===== config.mk =====
export PLATFORM = sky130hd
export DESIGN_NAME = ttm4_sequencer_flat
export DESIGN_NICKNAME = d
export VERILOG_FILES = /design/src/rtl/ttm4_sequencer_pkg.sv /design/src/rtl/ttm4_sequencer_if.sv /design/src/rtl/ttm4_ir_wait_timer.sv /design/src/rtl/ttm4_sequencer.sv /design/src/flat_wrapper.sv
export SDC_FILE = /design/constraint.sdc
export NUM_CORES = 1
export LEC_CHECK = 0
export ABC_AREA = 1
export CORE_MARGIN = 5
export CORE_UTILIZATION = 50
export DETAILED_ROUTE_END_ITERATION = 8
export PLACE_DENSITY = 0.8
export SETUP_SLACK_MARGIN = 0.5
export SLEW_MARGIN = 20
export SYNTH_ARGS = -nofsm -noshare
export SYNTH_HDL_FRONTEND = slang
export SYNTH_SLANG_ARGS = --single-unit

===== constraint.sdc =====
create_clock -name CLK -period 2.5 [get_ports CLK]
set_input_delay 0.5 -clock CLK [delete_from_list [all_inputs] [get_ports CLK]]
set_output_delay 0.5 -clock CLK [all_outputs]
set_load 0.01 [all_outputs]

===== src/rtl/ttm4_sequencer_pkg.sv =====
// Shared types for the TTM4 control sequencer: opcodes, FSM states, strobe vector.
// The optional single-step build is selected with TTM4_SINGLE_STEP_EN (see ttm4_sequencer.sv).
package ttm4_sequencer_pkg;

  localparam int unsigned TMR_W = 8;

  typedef enum logic [3:0] {
    OP_NOP = 4'h0,
    OP_LJD = 4'h1,
    OP_LJU = 4'h2,
    OP_JMP = 4'h3,
    OP_JNC = 4'h4,
    OP_OTD = 4'h5,
    OP_OTU = 4'h6,
    OP_IND = 4'h7,
    OP_INU = 4'h8,
    OP_MVO = 4'h9,
    OP_ILA = 4'hA,
    OP_ILB = 4'hB,
    OP_ILC = 4'hC,
    OP_ILD = 4'hD,
    OP_ILE = 4'hE,
    OP_HLT = 4'hF
  } op_e;

  typedef enum logic [2:0] {
    S_IDLE,
    S_FETCH,
    S_EXEC,
    S_EXEC2,
    S_WAIT_IR,
    S_NEXT,
    S_HALT
  } state_e;

  // Active-high internal view of the strobes; inverted only at the port.
  typedef struct packed {
    logic pc_open;
    logic pc_ld;
    logic pc_inc;
    logic imm_out;
    logic jrd_st;
    logic jru_st;
    logic ord_st;
    logic oru_st;
    logic jrd_out;
    logic jru_out;
    logic ird_out;
    logic iru_out;
    logic ir_ack;
  } strb_t;

  function automatic logic is_illegal(input op_e op);
    return (op >= OP_ILA) && (op <= OP_ILE);
  endfunction

  function automatic logic is_jump_taken(input op_e op, input logic carry);
    return (op == OP_JMP) || ((op == OP_JNC) && !carry);
  endfunction

endpackage


===== src/rtl/ttm4_sequencer_if.sv =====
// Bus between the TTM4 sequencer and the ROM / register / PC / input-port blocks.
// STEP exists only when TTM4_SINGLE_STEP_EN is defined.
interface ttm4_sequencer_if;
  logic [7:0] INSTR;
  logic       CARRY;
  logic       IR_VALID;
  logic       IR_ACK;
  logic [3:0] IMM;
  logic       nIMM_OUT;
  logic       nPC_OPEN;
  logic       nPC_LD;
  logic       nPC_INC;
  logic       nJRD_ST;
  logic       nJRU_ST;
  logic       nORD_ST;
  logic       nORU_ST;
  logic       nJRD_OUT;
  logic       nJRU_OUT;
  logic       nIRD_OUT;
  logic       nIRU_OUT;
  logic       HALTED;
  logic       ERR;
`ifdef TTM4_SINGLE_STEP_EN
  logic       STEP;
`endif

  modport master (
    input  INSTR, CARRY, IR_VALID,
    output IR_ACK, IMM, nIMM_OUT, nPC_OPEN, nPC_LD, nPC_INC,
           nJRD_ST, nJRU_ST, nORD_ST, nORU_ST,
           nJRD_OUT, nJRU_OUT, nIRD_OUT, nIRU_OUT, HALTED, ERR
`ifdef TTM4_SINGLE_STEP_EN
    , input STEP
`endif
  );

  modport slave (
    output INSTR, CARRY, IR_VALID,
    input  IR_ACK, IMM, nIMM_OUT, nPC_OPEN, nPC_LD, nPC_INC,
           nJRD_ST, nJRU_ST, nORD_ST, nORU_ST,
           nJRD_OUT, nJRU_OUT, nIRD_OUT, nIRU_OUT, HALTED, ERR
`ifdef TTM4_SINGLE_STEP_EN
    , output STEP
`endif
  );
endinterface


===== src/rtl/ttm4_ir_wait_timer.sv =====
// Down-counter bounding the IR wait; o_expire flags the last permitted wait cycle.
module ttm4_ir_wait_timer
  import ttm4_sequencer_pkg::*;
(
  input  logic             i_clk,
  input  logic             i_rst,
  input  logic             i_load,
  input  logic [TMR_W-1:0] i_load_val,
  input  logic             i_dec,
  input  logic             i_clr,
  output logic             o_expire
);

  logic [TMR_W-1:0] r_count;

  always_ff @(posedge i_clk or posedge i_rst) begin
    if (i_rst) begin
      r_count <= '0;
    end else if (i_clr) begin
      r_count <= '0;
    end else if (i_load) begin
      r_count <= i_load_val;
    end else if (i_dec && (r_count != '0)) begin
      r_count <= r_count - TMR_W'(1);
    end
  end

  assign o_expire = (r_count == TMR_W'(1));

endmodule


===== src/rtl/ttm4_sequencer.sv =====
// TTM4 control sequencer: fetch/decode/execute FSM driving active-low register strobes.
// Define TTM4_SINGLE_STEP_EN to add the STEP input that gates the NEXT phase.
module ttm4_sequencer
  import ttm4_sequencer_pkg::*;
#(
  parameter int unsigned IR_TIMEOUT = 255
) (
  input  logic              CLK,
  input  logic              RST,
  ttm4_sequencer_if.master  bus
);

  localparam logic [TMR_W-1:0] LP_TMO = TMR_W'(IR_TIMEOUT);

  state_e     r_state;
  state_e     w_state_n;
  logic [7:0] r_instr;
  strb_t      r_strb;
  strb_t      w_strb_n;
  logic [3:0] r_imm;
  logic       r_jump;
  logic       r_wait_done;
  logic       r_halted;
  logic       r_err;
  logic       w_jump_n;
  logic       w_wait_done_n;
  logic       w_err_set;
  logic       w_expire;
  op_e        w_op_cur;
  op_e        w_op_in;
`ifdef TTM4_SINGLE_STEP_EN
  logic       r_go;
  logic       w_go_n;
`endif

  assign w_op_cur = op_e'(r_instr[7:4]);
  assign w_op_in  = op_e'(bus.INSTR[7:4]);

  ttm4_ir_wait_timer u_timer (
    .i_clk      (CLK),
    .i_rst      (RST),
    .i_load     (w_state_n == S_EXEC),
    .i_load_val (LP_TMO),
    .i_dec      (w_state_n == S_WAIT_IR),
    .i_clr      (w_state_n == S_FETCH),
    .o_expire   (w_expire)
  );

  always_ff @(posedge CLK or posedge RST) begin
    if (RST) begin
      r_state <= S_IDLE;
    end else begin
      r_state <= w_state_n;
    end
  end

  always_comb begin
    w_state_n = r_state;
    case (r_state)
      S_IDLE:    w_state_n = S_FETCH;
      S_FETCH:   w_state_n = S_EXEC;
      S_EXEC: begin
        case (w_op_cur)
          OP_IND, OP_INU: w_state_n = S_WAIT_IR;
          OP_MVO:         w_state_n = S_EXEC2;
          OP_HLT:         w_state_n = S_HALT;
          default:        w_state_n = S_NEXT;
        endcase
      end
      S_EXEC2:   w_state_n = S_NEXT;
      S_WAIT_IR: w_state_n = r_wait_done ? S_NEXT : S_WAIT_IR;
`ifdef TTM4_SINGLE_STEP_EN
      S_NEXT:    w_state_n = r_go ? S_FETCH : S_NEXT;
`else
      S_NEXT:    w_state_n = S_FETCH;
`endif
      S_HALT:    w_state_n = S_HALT;
      default:   w_state_n = S_IDLE;
    endcase
  end

  // Outputs are registered, so each cycle's strobes are decoded from the state being
  // entered and the inputs sampled on the edge that enters it.
  always_comb begin
    w_strb_n      = '0;
    w_jump_n      = r_jump;
    w_wait_done_n = 1'b0;
    w_err_set     = 1'b0;
`ifdef TTM4_SINGLE_STEP_EN
    w_go_n        = 1'b0;
`endif
    case (w_state_n)
      S_FETCH: w_strb_n.pc_open = 1'b1;
      S_EXEC: begin
        w_jump_n       = is_jump_taken(w_op_in, bus.CARRY);
        w_strb_n.pc_ld = w_jump_n;
        case (w_op_in)
          OP_LJD: begin w_strb_n.imm_out = 1'b1; w_strb_n.jrd_st = 1'b1; end
          OP_LJU: begin w_strb_n.imm_out = 1'b1; w_strb_n.jru_st = 1'b1; end
          OP_OTD: begin w_strb_n.imm_out = 1'b1; w_strb_n.ord_st = 1'b1; end
          OP_OTU: begin w_strb_n.imm_out = 1'b1; w_strb_n.oru_st = 1'b1; end
          OP_MVO: begin w_strb_n.jrd_out = 1'b1; w_strb_n.ord_st = 1'b1; end
          default: w_err_set = is_illegal(w_op_in);
        endcase
      end
      S_EXEC2: begin
        w_strb_n.jru_out = 1'b1;
        w_strb_n.oru_st  = 1'b1;
      end
      S_WAIT_IR: begin
        // Data wins over the timeout when both land on the same cycle.
        if (bus.IR_VALID) begin
          if (w_op_cur == OP_IND) begin
            w_strb_n.ird_out = 1'b1;
            w_strb_n.jrd_st  = 1'b1;
          end else begin
            w_strb_n.iru_out = 1'b1;
            w_strb_n.jru_st  = 1'b1;
          end
          w_strb_n.ir_ack = 1'b1;
          w_wait_done_n   = 1'b1;
        end else if (w_expire) begin
          w_err_set     = 1'b1;
          w_wait_done_n = 1'b1;
        end
      end
      S_NEXT: begin
`ifdef TTM4_SINGLE_STEP_EN
        w_go_n          = bus.STEP;
        w_strb_n.pc_inc = bus.STEP && !r_jump;
`else
        w_strb_n.pc_inc = !r_jump;
`endif
      end
      default: ;
    endcase
  end

  always_ff @(posedge CLK or posedge RST) begin
    if (RST) begin
      r_instr     <= '0;
      r_strb      <= '0;
      r_imm       <= '0;
      r_jump      <= 1'b0;
      r_wait_done <= 1'b0;
      r_halted    <= 1'b0;
      r_err       <= 1'b0;
`ifdef TTM4_SINGLE_STEP_EN
      r_go        <= 1'b0;
`endif
    end else begin
      if (r_state == S_FETCH) r_instr <= bus.INSTR;
      if (w_strb_n.imm_out)   r_imm   <= bus.INSTR[3:0];
      if (w_state_n == S_HALT) r_halted <= 1'b1;
      if (w_err_set)           r_err    <= 1'b1;
      r_strb      <= w_strb_n;
      r_jump      <= w_jump_n;
      r_wait_done <= w_wait_done_n;
`ifdef TTM4_SINGLE_STEP_EN
      r_go        <= w_go_n;
`endif
    end
  end

  assign bus.nPC_OPEN = ~r_strb.pc_open;
  assign bus.nPC_LD   = ~r_strb.pc_ld;
  assign bus.nPC_INC  = ~r_strb.pc_inc;
  assign bus.nIMM_OUT = ~r_strb.imm_out;
  assign bus.nJRD_ST  = ~r_strb.jrd_st;
  assign bus.nJRU_ST  = ~r_strb.jru_st;
  assign bus.nORD_ST  = ~r_strb.ord_st;
  assign bus.nORU_ST  = ~r_strb.oru_st;
  assign bus.nJRD_OUT = ~r_strb.jrd_out;
  assign bus.nJRU_OUT = ~r_strb.jru_out;
  assign bus.nIRD_OUT = ~r_strb.ird_out;
  assign bus.nIRU_OUT = ~r_strb.iru_out;
  assign bus.IR_ACK   = r_strb.ir_ack;
  assign bus.IMM      = r_imm;
  assign bus.HALTED   = r_halted;
  assign bus.ERR      = r_err;

endmodule

===== src/flat_wrapper.sv =====
// flat-port wrapper written by rule: the top's interface ports become plain ports
module ttm4_sequencer_flat import ttm4_sequencer_pkg::*;
#(
  parameter int unsigned IR_TIMEOUT = 255
)
  (CLK, RST, bus_INSTR, bus_CARRY, bus_IR_VALID, bus_IR_ACK, bus_IMM, bus_nIMM_OUT, bus_nPC_OPEN, bus_nPC_LD, bus_nPC_INC, bus_nJRD_ST, bus_nJRU_ST, bus_nORD_ST, bus_nORU_ST, bus_nJRD_OUT, bus_nJRU_OUT, bus_nIRD_OUT, bus_nIRU_OUT, bus_HALTED, bus_ERR);
  ttm4_sequencer_if bus_i ();
  input  logic CLK;
  input  logic RST;
  input wire logic [$bits(bus_i.INSTR)-1:0] bus_INSTR;
  input wire logic [$bits(bus_i.CARRY)-1:0] bus_CARRY;
  input wire logic [$bits(bus_i.IR_VALID)-1:0] bus_IR_VALID;
  output wire logic [$bits(bus_i.IR_ACK)-1:0] bus_IR_ACK;
  output wire logic [$bits(bus_i.IMM)-1:0] bus_IMM;
  output wire logic [$bits(bus_i.nIMM_OUT)-1:0] bus_nIMM_OUT;
  output wire logic [$bits(bus_i.nPC_OPEN)-1:0] bus_nPC_OPEN;
  output wire logic [$bits(bus_i.nPC_LD)-1:0] bus_nPC_LD;
  output wire logic [$bits(bus_i.nPC_INC)-1:0] bus_nPC_INC;
  output wire logic [$bits(bus_i.nJRD_ST)-1:0] bus_nJRD_ST;
  output wire logic [$bits(bus_i.nJRU_ST)-1:0] bus_nJRU_ST;
  output wire logic [$bits(bus_i.nORD_ST)-1:0] bus_nORD_ST;
  output wire logic [$bits(bus_i.nORU_ST)-1:0] bus_nORU_ST;
  output wire logic [$bits(bus_i.nJRD_OUT)-1:0] bus_nJRD_OUT;
  output wire logic [$bits(bus_i.nJRU_OUT)-1:0] bus_nJRU_OUT;
  output wire logic [$bits(bus_i.nIRD_OUT)-1:0] bus_nIRD_OUT;
  output wire logic [$bits(bus_i.nIRU_OUT)-1:0] bus_nIRU_OUT;
  output wire logic [$bits(bus_i.HALTED)-1:0] bus_HALTED;
  output wire logic [$bits(bus_i.ERR)-1:0] bus_ERR;
  assign bus_i.INSTR = bus_INSTR;
  assign bus_i.CARRY = bus_CARRY;
  assign bus_i.IR_VALID = bus_IR_VALID;
  assign bus_IR_ACK = bus_i.IR_ACK;
  assign bus_IMM = bus_i.IMM;
  assign bus_nIMM_OUT = bus_i.nIMM_OUT;
  assign bus_nPC_OPEN = bus_i.nPC_OPEN;
  assign bus_nPC_LD = bus_i.nPC_LD;
  assign bus_nPC_INC = bus_i.nPC_INC;
  assign bus_nJRD_ST = bus_i.nJRD_ST;
  assign bus_nJRU_ST = bus_i.nJRU_ST;
  assign bus_nORD_ST = bus_i.nORD_ST;
  assign bus_nORU_ST = bus_i.nORU_ST;
  assign bus_nJRD_OUT = bus_i.nJRD_OUT;
  assign bus_nJRU_OUT = bus_i.nJRU_OUT;
  assign bus_nIRD_OUT = bus_i.nIRD_OUT;
  assign bus_nIRU_OUT = bus_i.nIRU_OUT;
  assign bus_HALTED = bus_i.HALTED;
  assign bus_ERR = bus_i.ERR;
  ttm4_sequencer #(.IR_TIMEOUT(IR_TIMEOUT)) u_core (.CLK(CLK), .RST(RST), .bus(bus_i));
endmodule

==> results of run 1 <==
==> cells in the mapped netlist <==
cell      count  area, um2
a31o_1        2       17.5
dfrtp_1      36        901
o21ai_1       2       10.0
nor2_1       17       63.8
nand3_1      24        120
nor4_1        1       6.26
nand2_4       1       11.3
nor3_1        1       5.00
nand2_2       2       12.5
inv_2         8       30.0
nand2_1      60        225
nand3_2       2       20.0
a31oi_1       1       6.26
nor2_4        3       33.8
a21oi_1       5       25.0
buf_6         1       11.3
o21bai_1      1       7.51
nor4_4        1       21.3
ha_1          2       25.0
nand3b_1      1       7.51
o211ai_1      1       7.51
a21o_1        1       7.51
o21ai_0      10       50.1
inv_1        41        154
clkbuf_1      1       3.75
or2_2         1       6.26
nand3_4       1       17.5
or2_1         1       6.26
nor2_2        2       12.5
o31ai_1       2       15.0
==> flip-flops by register name, indices dropped and copies added, names as in the netlist, 3 cells and up <==
| signal | flops |
|---|---|
| u_core.r_state | 3 |
| u_core.bus.IMM | 4 |
| u_core.u_timer.r_count | 8 |
| u_core.r_strb | 12 |
| u_core.r_instr | 4 |
==> per-layer routing <==
| layer | vias up | routed length (um) | track usage [%] | part of all wire [%] |
|---|---|---|---|---|
| li1 | 788 | - | - | - |
| met2 | 42 | 1740 | 26.5 | 49 |
| met5 | - | 0 | 0 | 0 |
| met1 | 711 | 1560 | 18.3 | 44 |
| met4 | 0 | 85 | 8.35 | 2.4 |
| met3 | 8 | 162 | 3.27 | 4.6 |
==> power breakdown <==
group | switching (mW) | internal (mW) | total, mW | leakage (nW)
sequential | 0.155 | 0.796 | 0.951 | 0.462
combinational | 0.882 | 0.532 | 1.41 | 0.691
clock | 0.216 | 0.295 | 0.511 | 0.0541
total | 1.25 | 1.62 | 2.87 | 1.21
==> final cells by class <==
class | count | area share [%]
flip-flops and latches | 36 | 39.0
multi-input cells | 145 | 32.3
repair buffers | 31 | 13.3
inverters | 49 | 7.96
clock buffers | 5 | 2.98
well taps | 48 | 2.60
clock inverters | 3 | 1.84
==> critical path: stages (launching register included) <==
cell             delay, ns
dfrtp_1               0.37
inv_1                 0.05
clkdlybuf4s50_1       0.52
==> worst max-delay path by stage <==
stage / endpoint / cells after the start / from / slack [ns]
after floorplan: u_core.u_timer.r_count[2] / 7 / u_core.u_timer.r_count[4] / 1.10
after global placement: u_core.bus.IMM[0] / 6 / bus_INSTR[4] / 0.68
final: bus_nPC_LD / 2 / u_core.r_strb[11] / 0.76
after CTS: u_core.u_timer.r_count[3] / 9 / u_core.r_state[0] / 0.68
after detailed placement: u_core.bus.IMM[0] / 6 / bus_INSTR[4] / 0.60
after global routing: u_core.u_timer.r_count[0] / 10 / u_core.r_instr[7] / 0.67
==> metrics by stage <==
| stage | area (um2) | cells | utilization [%] | hold slack, ns |
|---|---|---|---|---|
| after CTS | 2300 | 317 | 63.9 | 0.478 |
| after detailed placement | 2190 | 309 | 60.8 | 0.462 |
| after floorplan | 1840 | 232 | - | 0.413 |
| after global placement | 2190 | 309 | 60.8 | 0.463 |
| final | 2310 | 317 | 64.1 | 0.473 |
| after global routing | 2310 | 317 | 64.1 | 0.497 |
==> layout by cell type (no fill, tap or decap), types with 3 or more instances in the layout <==
| master | count |
|---|---|
| o21ai_0 | 10 |
| nand2_1 | 60 |
| nor2_4 | 3 |
| inv_2 | 8 |
| clkbuf_8 | 5 |
| clkdlybuf4s50_1 | 30 |
| dfrtp_1 | 36 |
| nand3_1 | 24 |
| a21oi_1 | 5 |
| inv_1 | 41 |
| nor2_1 | 17 |
==> logic make-up (layout without fill, tap and decap cells) <==
family / Yosys count / after routing / share of synthesized area [%]
and+or+nand+nor: 118 / 118 / 30.9
buffers and inverters: 51 / 88 / 10.8
DFF: 36 / 36 / 48.9
AOI/OAI and AO/OA: 25 / 25 / 7.95
adders and majority gates: 2 / 2 / 1.36
==> timing repair <==
item | in CTS | in global routing
resized for setup | 0 | 1
setup endpoints to repair | 0 | 3
setup buffers | 0 | 0
==> summary.md, run 1 <==
| Metric | Value |
|---|---|
| Core Rows | `22` |
| Layout cells sized above 1 | `11.2%` |
| First-pass GRT wire length | `6.25 mm` |
| Slew headroom | `71.3%` |
| R2R setup slack | `0.84 ns` |
| Pwr Total | `2.87 mW` |
| Core Area | `0.00361 mm2` |
| Overall global routing resource usage | `15.5%` |
| I/O pins | `31` |
| Peak VDD IR | `0.000599 V` |
| Syn. warnings | `0` |
| Post-detail-place hpwl | `2.56 mm` |
| Multi-input logic area | `746 um2` |
| Critical R2R Capture | `u_core.u_timer.r_count[3]` |
| Post-CTS Hold Buffers | `0` |
| Min Tclk post-route | `1.74 ns` |
| Hold Path Depth | `2` |
| Synthesized area per cell | `7.93 um2` |
| Syn Inst Count | `232` |
| Routed WL | `3.55 mm` |
| CTS max path bufs | `2` |
| Synthesis-to-finish area growth | `25.5%` |
| DRT iter0 DRCs | `99` |
| CP Class | `flip-flop to output port` |
| R2R Path Start | `u_core.r_state[0]` |
| Max cap viols | `0` |
| Starting Density | `51.0%` |
| GPL Wtd Cong | `0.867` |
| DIE HEIGHT | `70.7 um` |
| Clk sinks | `36` |
| Antenna-violating nets left | `0` |
| Syn_nets | `246` |
| Crit Path Max Fanout | `1` |
| Setup-failing EPs final | `0` |
| Setup WS post-layout | `0.762 ns` |
| Antenna diodes | `0` |
| Req. time, crit path | `2.00 ns` |
| Final hold vios | `0` |
| DRT Pass-1 Iters | `4` |
| H-tree depth | `2` |
| Via count | `1549` |
| Worst-path clk slew | `0.07 ns` |
| WHS Endpoint | `u_core.bus.IMM[2]` |
| Least-Margin Pin Slew | `0.431 ns` |
| Pre-CTS setup slack | `0.602 ns` |
| Vias in the first global route | `1526` |
| RSZ-0062 raised after global routing | `false` |
| DRC | `0` |
| Routed vias/inst | `4.89` |
| Die Span X | `70.7 um` |
| Worst-skew pair later-pin latency | `0.29 ns` |
| Total CTS buffers | `5` |
| CTS tree | `done` |
| GRT overflow | `0` |
| Yosys reg bits | `36` |
| Largest net degree at the start of global routing | `37` |
| Final Skew | `0.00726 ns` |
| Outcome | `completed` |
| Initial antenna violation count | `0` |
| Synth Cell Area | `0.00184 mm2` |
| Wire length per cell | `11.2 um` |
| P_leak | `1.21 nW` |
| Nets | `282` |
| Hold Startpoint | `u_core.bus.IMM[2]` |
| Pins Over Slew Limit | `0` |
| Setup TNS | `0 ns` |
| Yosys cell types | `30` |
| Register area | `901 um2` |
| Cells on worst reg2reg path | `9` |
| CTS Root Cell | `clkbuf_8` |
| Die area | `0.00499 mm2` |
| Sequential share of the synthesized area | `48.9%` |
| Pwr dens | `1240 mW/mm2` |
| Final period util | `69.5%` |
| Number of buffers added on ports | `30` |
| Critical Path AT | `1.24 ns` |
| CP startpoint kind | `flip-flop` |
| Crit path capture type | `output port` |
| # fillers | `324` |
| Min-Delay Path Class | `flip-flop to flip-flop` |
| Max frequency | `575 MHz` |
Power figures use the tool's default switching activity.
==> run 2: changes to the inputs <==
- clock period: 2.5 -> 1.75 ns (I/O delays scaled with it)
==> summary.md, run 2 (synthesis gave the netlist of run 1 again) <==
| Metric | Value |
|---|---|
| Final period util | `88.6%` |
| Least-Margin Pin Slew | `0.441 ns (+0.0106 ns)` |
| Crit Path Max Fanout | `6 (+5)` |
| Min Tclk post-route | `1.55 ns` |
| Outcome | `completed` |
| Commonest cells after routing, fill and taps aside | `55 x nand2_1, 38 x inv_1, 34 x dfrtp_1` |
| Placed Cells incl. Taps | `314 (+1.6%)` |
| DRT iter0 DRCs | `72 (-27%)` |
| Largest net degree at the start of global routing | `37 (unchanged)` |
| CTS tree | `done` |
| I/O pins | `31 (unchanged)` |
| Pins Over Slew Limit | `0 (unchanged)` |
| Nets | `303 (+7.4%)` |
| CTS Root Cell | `clkbuf_8` |
| CP startpoint kind | `flip-flop` |
| Final Skew | `0.00332 ns (-0.00395 ns)` |
| # fillers | `303 (-6.5%)` |
| H-tree depth | `2 (unchanged)` |
| Max cap viols | `0 (unchanged)` |
| Worst-skew pair later-pin latency | `0.29 ns (about the same)` |
| RSZ-0062 raised after global routing | `true` |
| First-pass GRT wire length | `6.76 mm (+8.1%)` |
| Vias in the first global route | `1536 (+0.66%)` |
| Setup TNS | `0 ns (unchanged)` |
| Synthesis-to-finish area growth | `34.7%` |
| Setup-failing EPs final | `0 (unchanged)` |
| Peak VDD IR | `0.000788 V (+31%)` |
| Req. time, crit path | `1.97 ns (-0.03 ns)` |
| Die Span X | `70.7 um (unchanged)` |
| Initial antenna violation count | `0 (unchanged)` |
| Wire length per cell | `12.0 um (+7.2%)` |
| Critical Path AT | `1.77 ns (+0.53 ns)` |
| Antenna diodes | `0 (unchanged)` |
| Antenna-violating nets left | `0 (unchanged)` |
| CTS max path bufs | `2 (unchanged)` |
| Largest regs | `u_core.r_strb: 12 flops, u_core.u_timer.r_count: 8 flops` |
| Max FFs per register | `12 (unchanged)` |
| Met3 WL post-DR | `229 um (+41%)` |
| Routed WL | `4.06 mm (+14%)` |
| Via count | `1673 (+8.0%)` |
| Total CTS buffers | `5 (unchanged)` |
| Most flops, register | `u_core.r_strb` |
| DRT Pass-1 Iters | `4 (unchanged)` |
| GPL Wtd Cong | `0.912 (+5.2%)` |
| Number of buffers added on ports | `30 (unchanged)` |
| Die area | `0.00499 mm2 (unchanged)` |
| Min-Delay Path Class | `input pin to async pin` |
| Clk sinks | `36 (unchanged)` |
| Overall global routing resource usage | `17.3% (+1.8 points)` |
| Crit path capture type | `flip-flop` |
| Non-filler cells, final | `338 (+6.6%)` |
| Core Area | `0.00361 mm2 (unchanged)` |
| Final hold vios | `0 (unchanged)` |
| P_leak | `1.29 nW (+6.5%)` |
| DRC | `0 (unchanged)` |
| Layout cells sized above 1 | `31.7% (+21 points)` |
| Metal-1 WL | `1.81 mm (+16%)` |
| Uppermost layer routed | `met4` |
| Worst-path clk slew | `0.07 ns (about the same)` |
| Met2 wire length | `1.92 mm (+11%)` |
| Pwr Total | `4.64 mW (+62%)` |
| CP Class | `flip-flop to flip-flop` |
| Slew headroom | `70.6% (-0.71 points)` |
| Core Util, Final | `68.7% (+4.7 points)` |
| Routed vias/inst | `4.95 (+1.3%)` |
| GRT overflow | `0 (unchanged)` |
| Max frequency | `645 MHz` |
| Post-detail-place hpwl | `2.69 mm (+5.0%)` |
| DIE HEIGHT | `70.7 um (unchanged)` |
| Pwr dens | `1870 mW/mm2 (+51%)` |
| Most common library cell in the layout ignoring fill and taps | `nand2_1` |
| Post-CTS Hold Buffers | `0 (unchanged)` |
| Starting Density | `51.0% (unchanged)` |
| Core Rows | `22 (unchanged)` |
==> run 2: changes by cell type in the layout (fill, tap and decap cells not counted), sizes merged <==
cell / previous run / this run
clkbuf: 5 / 7
clkdlybuf4s50: 30 / 11
nand3: 27 / 28
buf: 1 / 40
clkinv: 1 / 0
bufinv: 1 / 0
==> run 2: per-layer routing <==
layer | track usage [%] | vias up
li1 | - | 832
met1 | 21.3 | 786
met2 | 27.0 | 47
met3 | 5.11 | 8
met4 | 10.4 | 0
met5 | 0 | -
==> run 2: layout make-up <==
cell class | instances | area [um2] | share of cell area, %
multi-input combinational | 146 | 867 | 35.0
inverter | 49 | 184 | 7.42
clock inverter | 1 | 7.51 | 0.303
clock buffer | 7 | 86.3 | 3.48
tap | 48 | 60.1 | 2.42
timing repair buffer | 51 | 370 | 14.9
sequential | 36 | 903 | 36.4
==> run 2: path summary, 6_finish.rpt <==
| path | start | to | slack [ns] | cells after the start |
|---|---|---|---|---|
| min in group CLK | u_core.bus.IMM[0] | u_core.bus.IMM[0] | 0.48 | 2 |
| max in group asynchronous | RST | u_core.r_state[0] | 0.96 | 3 |
| worst max-delay path | u_core.r_state[1] | u_core.r_strb[7] | 0.20 | 9 |
| worst min-delay path | RST | u_core.u_timer.r_count[5] | 0.45 | 3 |
| worst min register to register | u_core.bus.IMM[0] | u_core.bus.IMM[0] | 0.48 | 2 |
| worst max register to register | u_core.r_state[1] | u_core.r_strb[7] | 0.20 | 9 |
==> run 2: critical path, stage by stage, from the launching register on <==
cell	delay, ns
dfrtp_1	0.41
inv_2	0.09
nor2_4	0.12
nand2_2	0.10
a21oi_4	0.15
nor2_4	0.06
nor2_4	0.17
buf_6	0.14
nand3_4	0.10
o21ai_1	0.14
==> run 2: power breakdown <==
group | switching (mW) | internal [mW]
registers | 0.230 | 1.14
clock network | 0.293 | 0.319
logic | 1.56 | 1.10
==> run 2: what timing repair did <==
action                                  in CTS  in global routing
pin swaps                                    4                  4
endpoints found under the setup margin      44                 35
cloned                                       1                  0
gates resized for setup                     87                 17
buffers inserted                             8                  7
==> run 2: per-stage QoR <==
stage                     instance area [um2]  setup WS [ns]  hold WS [ns]
after floorplan                          1860          0.421         0.413
after global routing                     2480         0.0970         0.497
final                                    2480          0.199         0.446
after detailed placement                 2250         0.0999         0.457
after CTS                                2390          0.255         0.464
after global placement                   2250          0.135         0.456
==> run 3: changes to the inputs <==
- HOLD_SLACK_MARGIN: default -> 0.06
==> results of run 3 <==
Final layout, timing and power as in run 2 (identical DEF).
